`src/rtl/prog_fetch.sv`:
```
// prog_fetch: fetches a 32-bit instruction as two 16-bit ROM half-words
// (upper half first) with wait-state handshake, timeout and flush.
// Ports: clk, rst (async active-low), fetch_req/fetch_addr/flush (request
//   side), ins_out/ins_valid/busy/fetch_err (result side),
//   mem_addr/mem_rd/mem_data/mem_ready (ROM side).
// Macro PROG_FETCH_CACHE_EN adds a one-entry instruction cache.
module prog_fetch #(
    parameter int unsigned TIMEOUT = 15
) (
    input  logic        clk,
    input  logic        rst,
    input  logic        fetch_req,
    input  logic [13:0] fetch_addr,
    input  logic        flush,
    output logic [31:0] ins_out,
    output logic        ins_valid,
    output logic        busy,
    output logic        fetch_err,
    output logic [14:0] mem_addr,
    output logic        mem_rd,
    input  logic [15:0] mem_data,
    input  logic        mem_ready
);

    typedef enum logic [1:0] {IDLE, RD_HI, RD_LO, DONE} state_t;

    // The abort fires on the edge that would bring the count to TIMEOUT.
    localparam logic [7:0] WAIT_LAST = 8'(TIMEOUT - 1);

    state_t      state_q;
    logic [13:0] addr_q;
    logic [31:0] ins_q;
    logic        valid_q;
    logic        err_q;
    logic        rd_q;
    logic [14:0] maddr_q;
    logic [7:0]  wait_q;

`ifdef PROG_FETCH_CACHE_EN
    logic [13:0] tag_q;
    logic [31:0] cdata_q;
    logic        cvalid_q;
    logic        hit_d;

    assign hit_d = cvalid_q && (tag_q == fetch_addr);
`endif

    always_ff @(posedge clk or negedge rst) begin
        if (!rst) begin
            state_q  <= IDLE;
            addr_q   <= '0;
            ins_q    <= '0;
            valid_q  <= 1'b0;
            err_q    <= 1'b0;
            rd_q     <= 1'b0;
            maddr_q  <= '0;
            wait_q   <= '0;
`ifdef PROG_FETCH_CACHE_EN
            tag_q    <= '0;
            cdata_q  <= '0;
            cvalid_q <= 1'b0;
`endif
        end else begin
            valid_q <= 1'b0;
            err_q   <= 1'b0;
            unique case (state_q)
                IDLE: begin
                    if (fetch_req && !flush) begin
                        addr_q <= fetch_addr;
                        wait_q <= '0;
`ifdef PROG_FETCH_CACHE_EN
                        if (hit_d) begin
                            ins_q   <= cdata_q;
                            valid_q <= 1'b1;
                            state_q <= DONE;
                        end else begin
                            maddr_q <= {fetch_addr, 1'b0};
                            rd_q    <= 1'b1;
                            state_q <= RD_HI;
                        end
`else
                        maddr_q <= {fetch_addr, 1'b0};
                        rd_q    <= 1'b1;
                        state_q <= RD_HI;
`endif
                    end
                end
                RD_HI, RD_LO: begin
                    if (flush) begin
                        rd_q    <= 1'b0;
                        wait_q  <= '0;
                        state_q <= IDLE;
                    end else if (mem_ready) begin
                        wait_q <= '0;
                        if (state_q == RD_HI) begin
                            ins_q[31:16] <= mem_data;
                            maddr_q      <= {addr_q, 1'b1};
                            state_q      <= RD_LO;
                        end else begin
                            ins_q[15:0] <= mem_data;
                            rd_q        <= 1'b0;
                            valid_q     <= 1'b1;
                            state_q     <= DONE;
`ifdef PROG_FETCH_CACHE_EN
                            tag_q    <= addr_q;
                            cdata_q  <= {ins_q[31:16], mem_data};
                            cvalid_q <= 1'b1;
`endif
                        end
                    end else if (wait_q == WAIT_LAST) begin
                        ins_q   <= '0;
                        valid_q <= 1'b1;
                        err_q   <= 1'b1;
                        rd_q    <= 1'b0;
                        wait_q  <= '0;
                        state_q <= IDLE;
                    end else begin
                        wait_q <= wait_q + 8'd1;
                    end
                end
                DONE: begin
                    state_q <= IDLE;
                end
                default: begin
                    state_q <= IDLE;
                end
            endcase
        end
    end

    // A flush during the DONE cycle withdraws the pending result.
    assign ins_valid = valid_q & ~(flush & (state_q == DONE));
    assign ins_out   = ins_q;
    assign busy      = (state_q != IDLE);
    assign fetch_err = err_q;
    assign mem_addr  = maddr_q;
    assign mem_rd    = rd_q;

endmodule

```
`config.mk`:
```
export PLATFORM = sky130hd
export DESIGN_NAME = prog_fetch
export DESIGN_NICKNAME = d
export VERILOG_FILES = /design/src/rtl/prog_fetch.sv
export SDC_FILE = /design/constraint.sdc
export NUM_CORES = 1
export LEC_CHECK = 0
export ABC_AREA = 1
export ABC_CLOCK_PERIOD_IN_PS = 3000
export CAP_MARGIN = 15
export CORE_MARGIN = 1
export CORE_UTILIZATION = 40
export DETAILED_ROUTE_END_ITERATION = 10
export GPL_TIMING_DRIVEN = 0
export MAX_ROUTING_LAYER = met4
export PLACE_DENSITY_LB_ADDON = 0.08
export SLEW_MARGIN = 20
export SYNTH_ARGS = -nofsm -noshare
export SYNTH_HDL_FRONTEND = slang
export SYNTH_SLANG_ARGS = --single-unit
```
`constraint.sdc`:
```
create_clock -name clk -period 3 [get_ports clk]
set_input_delay 0.6 -clock clk [delete_from_list [all_inputs] [get_ports clk]]
set_output_delay 0.6 -clock clk [all_outputs]
set_load 0.01 [all_outputs]
```
==> reports/results.txt, run 1 <==
Tcrit/Tclk final: 0.834
commonest cells in the netlist: nand2_1 (130), dfrtp_1 (74), nand3_1 (32), o21ai_0 (29), inv_1 (26)
Routed Antenna Nets: 0
clk root buf: clkbuf_8
Worst-Margin Slew: 507 ps
largest net degree at the start of global routing: 55
largest cells by area after synthesis: dfrtp_1 (54%), nand2_1 (14%), nand3_1 (4.7%), o21ai_0 (4.3%), inv_1 (2.9%)
Post-synth ARST share: 1.00
clk slew on worst S/H paths: 80 ps
initial drt markers: 117
post-synthesis cell count: 383
EDFF count, synth: 0
unrepaired setup endpoints after global routing: false
wirelength, routed: 7770 um
initial antenna violation count: 0
worst-skew pair later-pin latency: 340 ps
first-pass GRT wire length: 12800 um
post-synthesis mux area share: 0
Via Count: 2817
Routed wire per std cell: 13.2 um
Max Clock Freq: 0.399 GHz
count of final hold-check violations: 0
Pleak: 2.24 nW
placed cells: 574
status: complete, no violations
clk buf depth: 2
endpoints failing setup: 0
Worst Path Required: 2400 ps
Post-Syn Area: 0.00340 mm2
DRC viols: 0
Power per Cell Area: 1010 mW/mm2
Worst Hold Class: primary input to async pin
FF-to-FF End: mem_addr[6]
final cell count without fillers: 590
effective utilization at floorplan: 0.414
gp weighted congestion: 0.777
RR Startpoint: state_q[0]
most frequent cell after synthesis: nand2_1
Die Span X: 94.2 um
Seq cells post-synth: 74
Max-Cap Viols: 0
final total power: 4.63 mW
CTS Sinks: 74
Synth Flop Type: dfrtp_1
drt first pass iters: 4
Yosys top cell area share: 0.545
Yosys warnings: 0
Synth area leader: dfrtp_1
CP delay by family, top: buffers and inverters
critical-path cell list: ha_1 > a21boi_0 > clkdlybuf4s50_1
Chip Height: 94.2 um
layout cells sized above 1: 0.134
Synth Area in Adders: 0.0258
Rows: 33
die area: 0.00887 mm2
Remaining Overflow, GRT: 0
flop2flop setup slack: 1240 ps
Vias/cell: 4.77
Nets: 522
Compound-Gate Fraction of Synth Area: 0.0909
crit path max-delay cell type: clkdlybuf4s50_1
cell depth of the worst setup path: 3
DP HPWL: 5480 um
Worst slew margin: 0.662
post-synthesis xor/xnor area fraction: 0.00773
PostCTS Resize Cnt: 0
Syn Area/Cell: 8.88 um2
Final Instance Area: 0.00459 mm2
H-tree depth: 3
post-synthesis net count: 425
Total GRT Usage: 0.195
WS Path Type: flop to output port
largest family of logic cells by synthesized area: simple AND/OR/NAND/NOR gates
fin crit period: 2500 ps
Largest stage delay, worst path: 590 ps
number of global-route vias before repair: 2660
CTS buffer count: 9
hold_ws: 134 ps
Placed Area: 0.00441 mm2
TritonCTS clock tree: built
Reg2Reg Depth: 7
sum of buffers and inverters on the critical path: 1
Clock Skews: 8.37 ps
Simple-Gate Fraction of Synth Area: 0.259
register area share after synthesis: 0.545
CP max FO: 5
VDD IR max: 475 uV
postcts setup bufs: 0
CTS Hold Buffers Added: 0
startpoint class of the critical path: flop
max-slew violation count: 0
Data arrival, critical path: 1900 ps
Port Buffers: 85
synth unique cells: 24
P&R area growth vs syn: 34.9%
I/O pins: 86
Worst setup startpoint: state_q[0]
crit path capture type: output port
n_diodes: 0
Core Area: 0.00822 mm2
per-layer routing:
layer	vias up	global-route usage	wire length, um
li1	1422	-	-
met1	1308	0.255	3730
met2	76	0.286	3420
met3	11	0.0494	484
met4	0	0.0821	130
met5	-	-	0
cells in the final DEF (no fill, tap or decap), types with 3 or more instances in the layout:
cell,instances
nand2_1,130
clkdlybuf4s50_1,84
dfrtp_1,74
nand3_1,32
o21ai_0,29
inv_1,26
o21ai_1,12
clkbuf_8,10
nor2_1,9
nand3_2,8
o21ai_2,8
inv_2,7
buf_6,7
ha_1,7
nor2_2,6
nand4_1,6
nand2_2,5
clkbuf_1,5
buf_2,3
xor2_1,3
sequential cells by signal (all words and copies together), names as in the netlist:
signal	flops
mem_addr	15
wait_q	8
mem_rd	1
ins_out	32
state_q	2
addr_q	14
valid_q	1
fetch_err	1
how the worst max path moves through the flow:
stage | end | slack [ps]
finish | ins_valid | 500
global route | ins_valid | 440
global placement | ins_out[2] | -1310
floorplan | ins_valid | 1430
CTS | ins_valid | 500
detailed placement | ins_valid | 540
worst register-to-register path, cell delays in order, from the launching register on:
cell      delay [ps]
dfrtp_1          430
inv_1             90
ha_1             340
inv_1            120
clkbuf_1         380
nand2_1           80
o21ai_0          110
o21ai_1          100
final cells by class:
class	instances	area [um2]
Fill cell	789	3630
Multi-Input combinational cell	260	1300
Clock buffer	11	141
Timing Repair Buffer	86	876
Inverter	34	130
Buffer	15	116
Tap cell	105	131
Sequential cell	74	1850
Clock inverter	5	37.5
power by group:
group / switching, mW / total [mW] / leakage (nW) / internal [mW]
clock network: 0.388 / 0.715 / 0.0863 / 0.328
registers: 0.231 / 1.65 / 0.943 / 1.41
logic: 1.21 / 2.27 / 1.21 / 1.06
total: 1.83 / 4.63 / 2.24 / 2.81
cells by family after synthesis:
group | Yosys count
buffers and inverters | 49
AOI/OAI and AO/OA | 53
and+or+nand+nor | 197
adders and majority gates | 7
xor gates and xnor gates | 3
DFF | 74
per-stage QoR:
step	utilization	setup slack, ps	TNS, ps
5_1_grt	0.558	435	0
6_report	0.558	497	0
2_1_floorplan	-	1430	0
3_3_place_gp	0.533	-1310	-96550
3_5_place_dp	0.536	536	0
4_1_cts	0.558	501	0
Note: power is estimated with default switching activity, not from simulation.
==> run 2, diff against run 1 <==
- ABC_CLOCK_PERIOD_IN_PS: 3000 -> 2300
- clock period: 3 -> 2.3 ns (I/O delays scaled with it)
==> run 2 against run 1 <==
Utilization grew 0.38 points. Clock skew shrank 0.66 ps. Die area is the same. Register-to-register slack lost 670 ps. Combinational power grew 33%. Flip-flop and latch count is the same. Cell count grew 0.68%. Routed wire length grew 0.91%. Sequential share of layout area shrank 0.27 points. First-iteration DRC count grew 6.0%. Global-route usage is the same. Total power grew 31%.
==> reports/results.txt, run 2 (same netlist as run 1, synthesis figures left out) <==
CP delay by family, top: buffers and inverters
endpoints failing setup: 0
P&R area growth vs syn: 35.8%
crit path capture type: output port
WL met2: 3480 um
clk buf depth: 2
top routing layer in use: met4
most common cell after layout, fill and taps aside: nand2_1
Core Area: 0.00822 mm2
critical-path cell list: inv_1 > ha_1 > inv_2 > clkdlybuf4s50_1
DR WL met3: 486 um
n_diodes: 0
placed cells: 574
Reg power frac: 0.352
Clk pwr share: 0.154
Total GRT Usage: 0.195
count of final hold-check violations: 0
Worst Hold Class: flop to flop
Sw Share: 0.394
WS Path Type: flop to output port
Via Count: 2817
Data arrival, critical path: 1750 ps
Die Span X: 94.2 um
status: complete, no violations
VDD IR max: 627 uV
hold_ws: 484 ps
Gate power share: 0.494
most frequent cells in the layout: nand2_1 (130), clkdlybuf4s50_1 (83), dfrtp_1 (74)
worst-skew pair later-pin latency: 350 ps
Rows: 33
first-pass GRT wire length: 12800 um
final cell count without fillers: 594
clk slew on worst S/H paths: 80 ps
TritonCTS clock tree: built
DP HPWL: 5480 um
Clock Skews: 7.72 ps
cell depth of the worst setup path: 4
max-slew violation count: 0
Worst-Margin Slew: 506 ps
Max-Cap Viols: 0
fin crit period: 2210 ps
startpoint class of the critical path: flop
Largest register FFs: 32
I/O pins: 86
unrepaired setup endpoints after global routing: false
CTS buffer count: 9
Power per Cell Area: 1320 mW/mm2
Worst slew margin: 0.663
die area: 0.00887 mm2
Vias/cell: 4.74
Max Clock Freq: 0.452 GHz
Remaining Overflow, GRT: 0
initial antenna violation count: 0
sum of buffers and inverters on the critical path: 3
Routed wire per std cell: 13.2 um
DRC viols: 0
Sw Pwr: 2.40 mW
drt first pass iters: 4
routed length on met1: 3730 um
CP max FO: 4
initial drt markers: 124
Worst Path Required: 1840 ps
H-tree depth: 3
Internal Power: 3.69 mW
largest net degree at the start of global routing: 55
Tcrit/Tclk final: 0.962
Largest stage delay, worst path: 530 ps
gp weighted congestion: 0.777
Pleak: 2.27 nW
hold path cells: 2
effective utilization at floorplan: 0.414
CTS Sinks: 74
Reg2Reg Depth: 7
wirelength, routed: 7840 um
Chip Height: 94.2 um
Routed Antenna Nets: 0
layout cells sized above 1: 0.139
number of global-route vias before repair: 2660
Nets: 526
crit path max-delay cell type: clkdlybuf4s50_1
clk root buf: clkbuf_8
Port Buffers: 85
run 2: cell types whose count changed in the layout (fill, tap and decap cells not counted), sizes merged:
cell,delta
buf,+3
clkdlybuf4s50,-1
dlygate4sd2,+1
dlygate4sd3,+1
run 2: worst paths after layout:
| kind | start | endpoint | slack (ps) |
|---|---|---|---|
| worst max-delay path | state_q[0] | busy | 90 |
| max in group asynchronous | rst | wait_q[1] | 1200 |
| min in group asynchronous | rst | mem_addr[4] | 530 |
| worst max register to register | state_q[0] | mem_addr[6] | 570 |
| worst min register to register | addr_q[6] | addr_q[6] | 480 |
| worst min-delay path | addr_q[6] | addr_q[6] | 480 |
run 2: per-stage QoR:
stage	setup TNS [ps]	worst slack [ps]	total power [mW]	area (um2)	util
floorplan	0	803	3.86	3400	-
global placement	-137990	-1870	5.11	4380	0.533
detailed placement	0	116	5.17	4410	0.536
CTS	0	44.1	6.12	4600	0.559
global route	0	19.4	6.57	4620	0.562
finish	0	88.0	6.09	4620	0.562
run 2: area by class of cell:
class	instances	area, um2
inverters	34	130
repair buffers	90	907
flip-flops and latches	74	1850
fillers	789	3600
well taps	105	131
clock inverters	5	37.5
clock buffers	11	141
plain buffers	15	116
multi-input cells	260	1300
run 2: repair_timing:
item / CTS / global route
setup buffers: 0 / 3
hold buffers: 1 / 0
setup endpoints to repair: 1 / 1
pin swaps: 0 / 0
gates resized for setup: 1 / 0
hold endpoints to repair: 4 / 0
run 2: per-layer routing:
| layer | vias up | GRT usage |
|---|---|---|
| li1 | 1428 | - |
| met1 | 1302 | 0.255 |
| met2 | 75 | 0.286 |
| met3 | 12 | 0.0494 |
| met4 | 0 | 0.0821 |
| met5 | - | - |
run 2: power groups by stage:
stage	combinational [mW]	clock [mW]	sequential [mW]
floorplan	1.55	0	2.31
global placement	2.96	0	2.15
detailed placement	3.00	0	2.16
CTS	3.01	0.959	2.15
global route	3.36	1.01	2.20
finish	3.01	0.936	2.14
run 2: tightest hold or removal path: stages (launching register included):
cell     delay, ps
dfrtp_1        340
nand2_1         50
o21ai_0         60
==> run 3, diff against run 2 <==
- SLEW_MARGIN: 20 -> default
==> results of run 3 <==
No change in the layout: final DEF, timing and power equal those of run 2.
